**src/rtl/axi_lite_pkg.sv**
```systemverilog
// axi_lite_pkg: shared FSM states, AXI response codes and default PROT for the AXI-Lite master bridge.
package axi_lite_pkg;
  typedef enum logic [1:0] {W_IDLE, W_SEND, W_RESP} write_state_t;
  typedef enum logic [1:0] {R_IDLE, R_ADDR, R_DATA} read_state_t;
  localparam logic [1:0] RESP_OKAY = 2'b00;
  localparam logic [1:0] RESP_EXOKAY = 2'b01;
  localparam logic [1:0] RESP_SLVERR = 2'b10;
  localparam logic [1:0] RESP_DECERR = 2'b11;
  localparam logic [2:0] PROT_DEFAULT = 3'b000;
  function automatic logic resp_err(input logic [1:0] r);
    return (r == RESP_SLVERR) || (r == RESP_DECERR);
  endfunction
endpackage

```
**src/rtl/axi_lite_resp_timer.sv**
```systemverilog
// axi_lite_resp_timer: counts cycles waiting for a response and flags expiry at CYCLES-1.
module axi_lite_resp_timer #(
  parameter int CYCLES = 1024
) (
  input  logic clk,
  input  logic rst,
  input  logic active,
  input  logic resp,
  output logic expire
);
  localparam int CW = $clog2(CYCLES);
  logic [CW-1:0] cnt_q, cnt_d;
  always_comb begin
    cnt_d = (active && !resp) ? cnt_q + CW'(1) : '0;
    expire = active && !resp && (cnt_q == CW'(CYCLES - 1));
  end
  always_ff @(posedge clk) begin
    if (rst) cnt_q <= '0;
    else cnt_q <= cnt_d;
  end
endmodule

```
**src/rtl/axi_lite_master_bridge.sv**
```systemverilog
// axi_lite_master_bridge: core request to AXI4-Lite master with independent read/write FSMs.
// Optional response timeout enabled by defining AXI_LITE_BRIDGE_TIMEOUT_EN.
module axi_lite_master_bridge
  import axi_lite_pkg::*;
#(
  parameter int ADDR_W = 32,
  parameter int DATA_W = 32,
  parameter logic [2:0] PROT = PROT_DEFAULT,
  parameter int TIMEOUT_CYCLES = 1024,
  localparam int STRB_W = DATA_W / 8
) (
  input  logic              ACLK,
  input  logic              ARESETn,
  input  logic              wr_req_valid,
  output logic              wr_req_ready,
  input  logic [ADDR_W-1:0] wr_addr,
  input  logic [DATA_W-1:0] wr_data,
  input  logic [STRB_W-1:0] wr_strb,
  output logic              wr_done,
  output logic              wr_err,
  input  logic              rd_req_valid,
  output logic              rd_req_ready,
  input  logic [ADDR_W-1:0] rd_addr,
  output logic              rd_rsp_valid,
  output logic [DATA_W-1:0] rd_rsp_data,
  output logic              rd_rsp_err,
  output logic [ADDR_W-1:0] AWADDR,
  output logic [2:0]        AWPROT,
  output logic              AWVALID,
  input  logic              AWREADY,
  output logic [DATA_W-1:0] WDATA,
  output logic [STRB_W-1:0] WSTRB,
  output logic              WVALID,
  input  logic              WREADY,
  input  logic [1:0]        BRESP,
  input  logic              BVALID,
  output logic              BREADY,
  output logic [ADDR_W-1:0] ARADDR,
  output logic [2:0]        ARPROT,
  output logic              ARVALID,
  input  logic              ARREADY,
  input  logic [DATA_W-1:0] RDATA,
  input  logic [1:0]        RRESP,
  input  logic              RVALID,
  output logic              RREADY
`ifdef AXI_LITE_BRIDGE_TIMEOUT_EN
  , output logic            timeout_seen
`endif
);
  if ((DATA_W != 32 && DATA_W != 64) || TIMEOUT_CYCLES < 2) begin : g_param_chk
    $error("axi_lite_master_bridge: illegal DATA_W or TIMEOUT_CYCLES");
  end
  write_state_t ws_q, ws_d;
  read_state_t rs_q, rs_d;
  logic aw_done_q, aw_done_d, w_done_q, w_done_d;
  logic [ADDR_W-1:0] aw_addr_q, aw_addr_d, ar_addr_q, ar_addr_d;
  logic [DATA_W-1:0] wdata_q, wdata_d, rd_rsp_data_q, rd_rsp_data_d;
  logic [STRB_W-1:0] wstrb_q, wstrb_d;
  logic wr_done_q, wr_done_d, wr_err_q, wr_err_d;
  logic rd_rsp_valid_q, rd_rsp_valid_d, rd_rsp_err_q, rd_rsp_err_d;
  logic wr_exp, rd_exp;
`ifdef AXI_LITE_BRIDGE_TIMEOUT_EN
  logic timeout_seen_q, timeout_seen_d;
  axi_lite_resp_timer #(.CYCLES(TIMEOUT_CYCLES)) u_wr_timer (
    .clk(ACLK), .rst(!ARESETn), .active(ws_q == W_RESP), .resp(BVALID), .expire(wr_exp)
  );
  axi_lite_resp_timer #(.CYCLES(TIMEOUT_CYCLES)) u_rd_timer (
    .clk(ACLK), .rst(!ARESETn), .active(rs_q == R_DATA), .resp(RVALID), .expire(rd_exp)
  );
  assign timeout_seen_d = timeout_seen_q | wr_exp | rd_exp;
  assign timeout_seen = timeout_seen_q;
  always_ff @(posedge ACLK) begin
    if (!ARESETn) timeout_seen_q <= 1'b0;
    else timeout_seen_q <= timeout_seen_d;
  end
`else
  assign wr_exp = 1'b0;
  assign rd_exp = 1'b0;
`endif
  always_comb begin
    ws_d = ws_q;
    aw_done_d = aw_done_q;
    w_done_d = w_done_q;
    aw_addr_d = aw_addr_q;
    wdata_d = wdata_q;
    wstrb_d = wstrb_q;
    wr_done_d = 1'b0;
    wr_err_d = 1'b0;
    case (ws_q)
      W_IDLE: if (wr_req_valid) begin
        ws_d = W_SEND;
        aw_done_d = 1'b0;
        w_done_d = 1'b0;
        aw_addr_d = wr_addr;
        wdata_d = wr_data;
        wstrb_d = wr_strb;
      end
      W_SEND: begin
        aw_done_d = aw_done_q | AWREADY;
        w_done_d = w_done_q | WREADY;
        ws_d = (aw_done_d && w_done_d) ? W_RESP : W_SEND;
      end
      W_RESP: if (BVALID || wr_exp) begin
        ws_d = W_IDLE;
        wr_done_d = 1'b1;
        wr_err_d = BVALID ? resp_err(BRESP) : 1'b1;
      end
      default: ws_d = W_IDLE;
    endcase
  end
  always_comb begin
    rs_d = rs_q;
    ar_addr_d = ar_addr_q;
    rd_rsp_data_d = rd_rsp_data_q;
    rd_rsp_valid_d = 1'b0;
    rd_rsp_err_d = 1'b0;
    case (rs_q)
      R_IDLE: if (rd_req_valid) begin
        rs_d = R_ADDR;
        ar_addr_d = rd_addr;
      end
      R_ADDR: rs_d = ARREADY ? R_DATA : R_ADDR;
      R_DATA: if (RVALID || rd_exp) begin
        rs_d = R_IDLE;
        rd_rsp_valid_d = 1'b1;
        rd_rsp_data_d = RVALID ? RDATA : '0;
        rd_rsp_err_d = RVALID ? resp_err(RRESP) : 1'b1;
      end
      default: rs_d = R_IDLE;
    endcase
  end
  always_ff @(posedge ACLK) begin
    if (!ARESETn) begin
      ws_q <= W_IDLE;
      rs_q <= R_IDLE;
      aw_done_q <= 1'b0;
      w_done_q <= 1'b0;
      aw_addr_q <= '0;
      wdata_q <= '0;
      wstrb_q <= '0;
      ar_addr_q <= '0;
      wr_done_q <= 1'b0;
      wr_err_q <= 1'b0;
      rd_rsp_valid_q <= 1'b0;
      rd_rsp_data_q <= '0;
      rd_rsp_err_q <= 1'b0;
    end else begin
      ws_q <= ws_d;
      rs_q <= rs_d;
      aw_done_q <= aw_done_d;
      w_done_q <= w_done_d;
      aw_addr_q <= aw_addr_d;
      wdata_q <= wdata_d;
      wstrb_q <= wstrb_d;
      ar_addr_q <= ar_addr_d;
      wr_done_q <= wr_done_d;
      wr_err_q <= wr_err_d;
      rd_rsp_valid_q <= rd_rsp_valid_d;
      rd_rsp_data_q <= rd_rsp_data_d;
      rd_rsp_err_q <= rd_rsp_err_d;
    end
  end
  assign wr_req_ready = ws_q == W_IDLE;
  assign rd_req_ready = rs_q == R_IDLE;
  assign AWVALID = (ws_q == W_SEND) && !aw_done_q;
  assign WVALID = (ws_q == W_SEND) && !w_done_q;
  assign BREADY = ws_q == W_RESP;
  assign ARVALID = rs_q == R_ADDR;
  assign RREADY = rs_q == R_DATA;
  assign AWADDR = aw_addr_q;
  assign WDATA = wdata_q;
  assign WSTRB = wstrb_q;
  assign ARADDR = ar_addr_q;
  assign AWPROT = PROT;
  assign ARPROT = PROT;
  assign wr_done = wr_done_q;
  assign wr_err = wr_err_q;
  assign rd_rsp_valid = rd_rsp_valid_q;
  assign rd_rsp_data = rd_rsp_data_q;
  assign rd_rsp_err = rd_rsp_err_q;
endmodule
```
**config.mk**
```make
export PLATFORM = sky130hd
export DESIGN_NAME = axi_lite_master_bridge
export DESIGN_NICKNAME = d
export VERILOG_FILES = /design/src/rtl/axi_lite_pkg.sv /design/src/rtl/axi_lite_resp_timer.sv /design/src/rtl/axi_lite_master_bridge.sv
export SDC_FILE = /design/constraint.sdc
export NUM_CORES = 1
export LEC_CHECK = 0
export ABC_AREA = 1
export CORE_AREA = 5 5 150 180
export CTS_CLUSTER_DIAMETER = 40
export DETAILED_ROUTE_END_ITERATION = 16
export DIE_AREA = 0 0 155 185
export PLACE_DENSITY = 0.6
export SLEW_MARGIN = 20
export SYNTH_ARGS = -nofsm -noshare
export SYNTH_HDL_FRONTEND = slang
export SYNTH_SLANG_ARGS = --single-unit
```
**constraint.sdc**
```tcl
create_clock -name ACLK -period 1.1 [get_ports ACLK]
set_input_delay 0.11 -clock ACLK [delete_from_list [all_inputs] [get_ports ACLK]]
set_output_delay 0.11 -clock ACLK [all_outputs]
set_load 0.005 [all_outputs]
```
==> flow_summary.toml <==
[outcome]
outcome = "finished with violations"
failed_checks = "setup timing"

[detailed_routing]
avgViaCountPerCell = 4.25
route.vias.total = 6745
drt_iter0_drc = 241
drt-pass1-iter-count = 4
antenna_left = 0
wl_per_cell_um = 14.6
drt-total-wl_mm = 23.1
drc = 0

[clocking]
clk_pin_slew_ps = 60
tritoncts = "built"
htree_num_levels = 4
clockRootBuffer = "clkbuf_16"
holdBufCountCts = 0
clock_path_buffers = 2
clock_latency_ps = 420
cts_buffers = 17
cts.sinks = 142

[worst_setup_path]
cpMaxStageDelayCell = "dfxtp_4"
crit_path_max_incr_delay_ps = 370
critPathKind = "flop to flop"
crit_arrival_ps = 1620
path_max_fanout = 5
required_ps = 1410
crit_path_frequent_cell = "buf_12"
crit_chain = "nor2_4, buf_6, buf_12, buf_12, clkbuf_16, nand3_1, nand2_1, nor2_1"
end_kind = "flop"
startpoint_type = "flop"

[global_routing]
grt_max_degree = 66
grt_pass1_wl_mm = 33.7
grt_pass1_vias = 6287
grt_antenna_before_repair = 1
track_usage = 0.146
grt-ovfl-total = 0

[sta]
setup_viol = 115
fin_crit_sh = 1.19
hold_viol = 0
finClkSkew_ps = 9.27
min_period_ps = 1310
rsz0062_at_grt = "true"
slew_viol_final = 0
clock.fmax_mhz = 763
setup_slack_ps = -211
fin_tns_setup_ps = -13250

[floorplan]
die_w_um = 155
pin_count = 294
dieArea_um2 = 28700
fp-row-count = 64
coreArea_um2 = 25200
fp.dieH_um = 185
start_util = 0.244

[synthesis]
synth_area_leaders = "dfxtp_1 46%, nand2_1 11%, nor2_1 11%"
netlist-cell-type-count = 18
yosys_warnings = 0
synth_area_per_cell_um2 = 6.67
syn_area_um2 = 6160
synthDominantCellAreaShare = 0.462
synth-edff-count = 0
async_flop_share = 0
ys_seq_area_frac = 0.462
synth_area_leader_cell = "dfxtp_1"
syn_inst = 923
synth_seq_cells = 142
synth_ff_type = "dfxtp_1"

[final_layout]
final_util = 0.453
antenna_cells = 0
layout.nets = 1392
fill_cells = 2516
drive_gt1_frac = 0.375
seq_area_um2 = 2940
final_area_um2 = 11400
areaGrowthSynthToFinish_pct = 85.6
multi_input_area_um2 = 3150

[place]
portBuffers = 285
place_ws_ps = -227
gp_congestion = 0.778
dp_hpwl_mm = 14.4
placedInstanceArea_um2 = 9540

[flow_run]
cap_violations = 0

[pwr]
p_per_area_nw_per_um2 = 1370
leakagePower_nw = 5.50
irDropWorstVdd_mv = 0.983
fin_total_pwr_mw = 15.6

[min_path]
hp-class = "input pin to flop"
==> flip-flops by register name, indices dropped and copies added (netlist names), 2 cells and up <==
| register | flops |
|---|---|
| ws_q | 2 |
| rd_rsp_data | 32 |
| WSTRB | 4 |
| WDATA | 32 |
| rs_q | 2 |
| ARADDR | 32 |
| AWADDR | 32 |
==> area by class of cell <==
class	instances	area share
repair buffers	371	0.333
multi-input cells	573	0.276
flip-flops and latches	142	0.257
inverters	142	0.0473
clock buffers	18	0.0384
well taps	330	0.0361
clock inverters	11	0.0126
==> synth_stat cells (2+ instances only) <==
master,n
a21oi_1,103
buf_1,13
buf_2,27
buf_4,16
clkbuf_1,15
dfxtp_1,142
inv_1,141
nand2_1,177
nand3_1,103
nor2_1,177
o21ai_0,2
==> final timing paths <==
| kind | startpoint | end | slack, ps | cells past startpoint |
|---|---|---|---|---|
| setup / recovery | ws_q[1] | AWADDR[26] | -210 | 8 |
| hold reg to reg | ARADDR[25] | ARADDR[25] | 460 | 2 |
| hold / removal | ARESETn | ARADDR[15] | 30 | 3 |
| setup reg to reg | ws_q[1] | AWADDR[26] | -210 | 8 |
==> routing by layer <==
layer  vias up  routed length [um]  global-route usage
met5         -                  13                   0
met4         2                 594              0.0615
met3        34                1440              0.0442
met2       174               11800               0.253
met1      3076                9250               0.167
li1       3459                   -                   -
==> timing repair <==
action,CTS,global route
pin swaps,17,58
cloned,14,14
setup endpoints to repair,268,252
gates resized for setup,497,256
setup buffers,19,17
==> cell families (layout without fill, tap and decap cells) <==
| group | after synthesis | after routing | synth area share |
|---|---|---|---|
| compound gates | 105 | 105 | 0.0854 |
| buf+inv | 214 | 542 | 0.147 |
| flops | 142 | 142 | 0.462 |
| other cells | 1 | 6 | 0.000609 |
| simple gates | 461 | 462 | 0.305 |
==> report_power, final <==
part / internal (mW) / switching (mW)
combinational: 2.20 / 1.70
sequential: 5.58 / 0.241
clock: 3.59 / 2.31
total: 11.4 / 4.25
==> critical path: cells and delay by family (launching register included) <==
family / cells / cell delay [ps]
buffers and inverters: 4 / 540
DFF: 1 / 370
and+or+nand+nor: 4 / 290
==> through the flow <==
stage,cells,hold slack (ps)
finish,1587,34.3
CTS,1566,22.8
detailed placement,1505,460
floorplan,928,245
global route,1587,17.6
global placement,1505,457
==> cells in the final DEF (no fill, tap or decap), drive strengths merged <==
master | Yosys | final
a21oi | 103 | 103
buf | 57 | 120
bufinv | 0 | 3
clkbuf | 15 | 92
clkdlybuf4s15 | 0 | 38
clkdlybuf4s50 | 0 | 139
clkinv | 0 | 6
clkinvlp | 0 | 1
conb | 1 | 6
dfxtp | 142 | 142
inv | 142 | 143
nand2 | 177 | 177
nand3 | 104 | 105
nor2 | 177 | 177
nor3 | 1 | 1
nor3b | 2 | 2
o21ai | 2 | 2
Power figures use the tool's default switching activity.
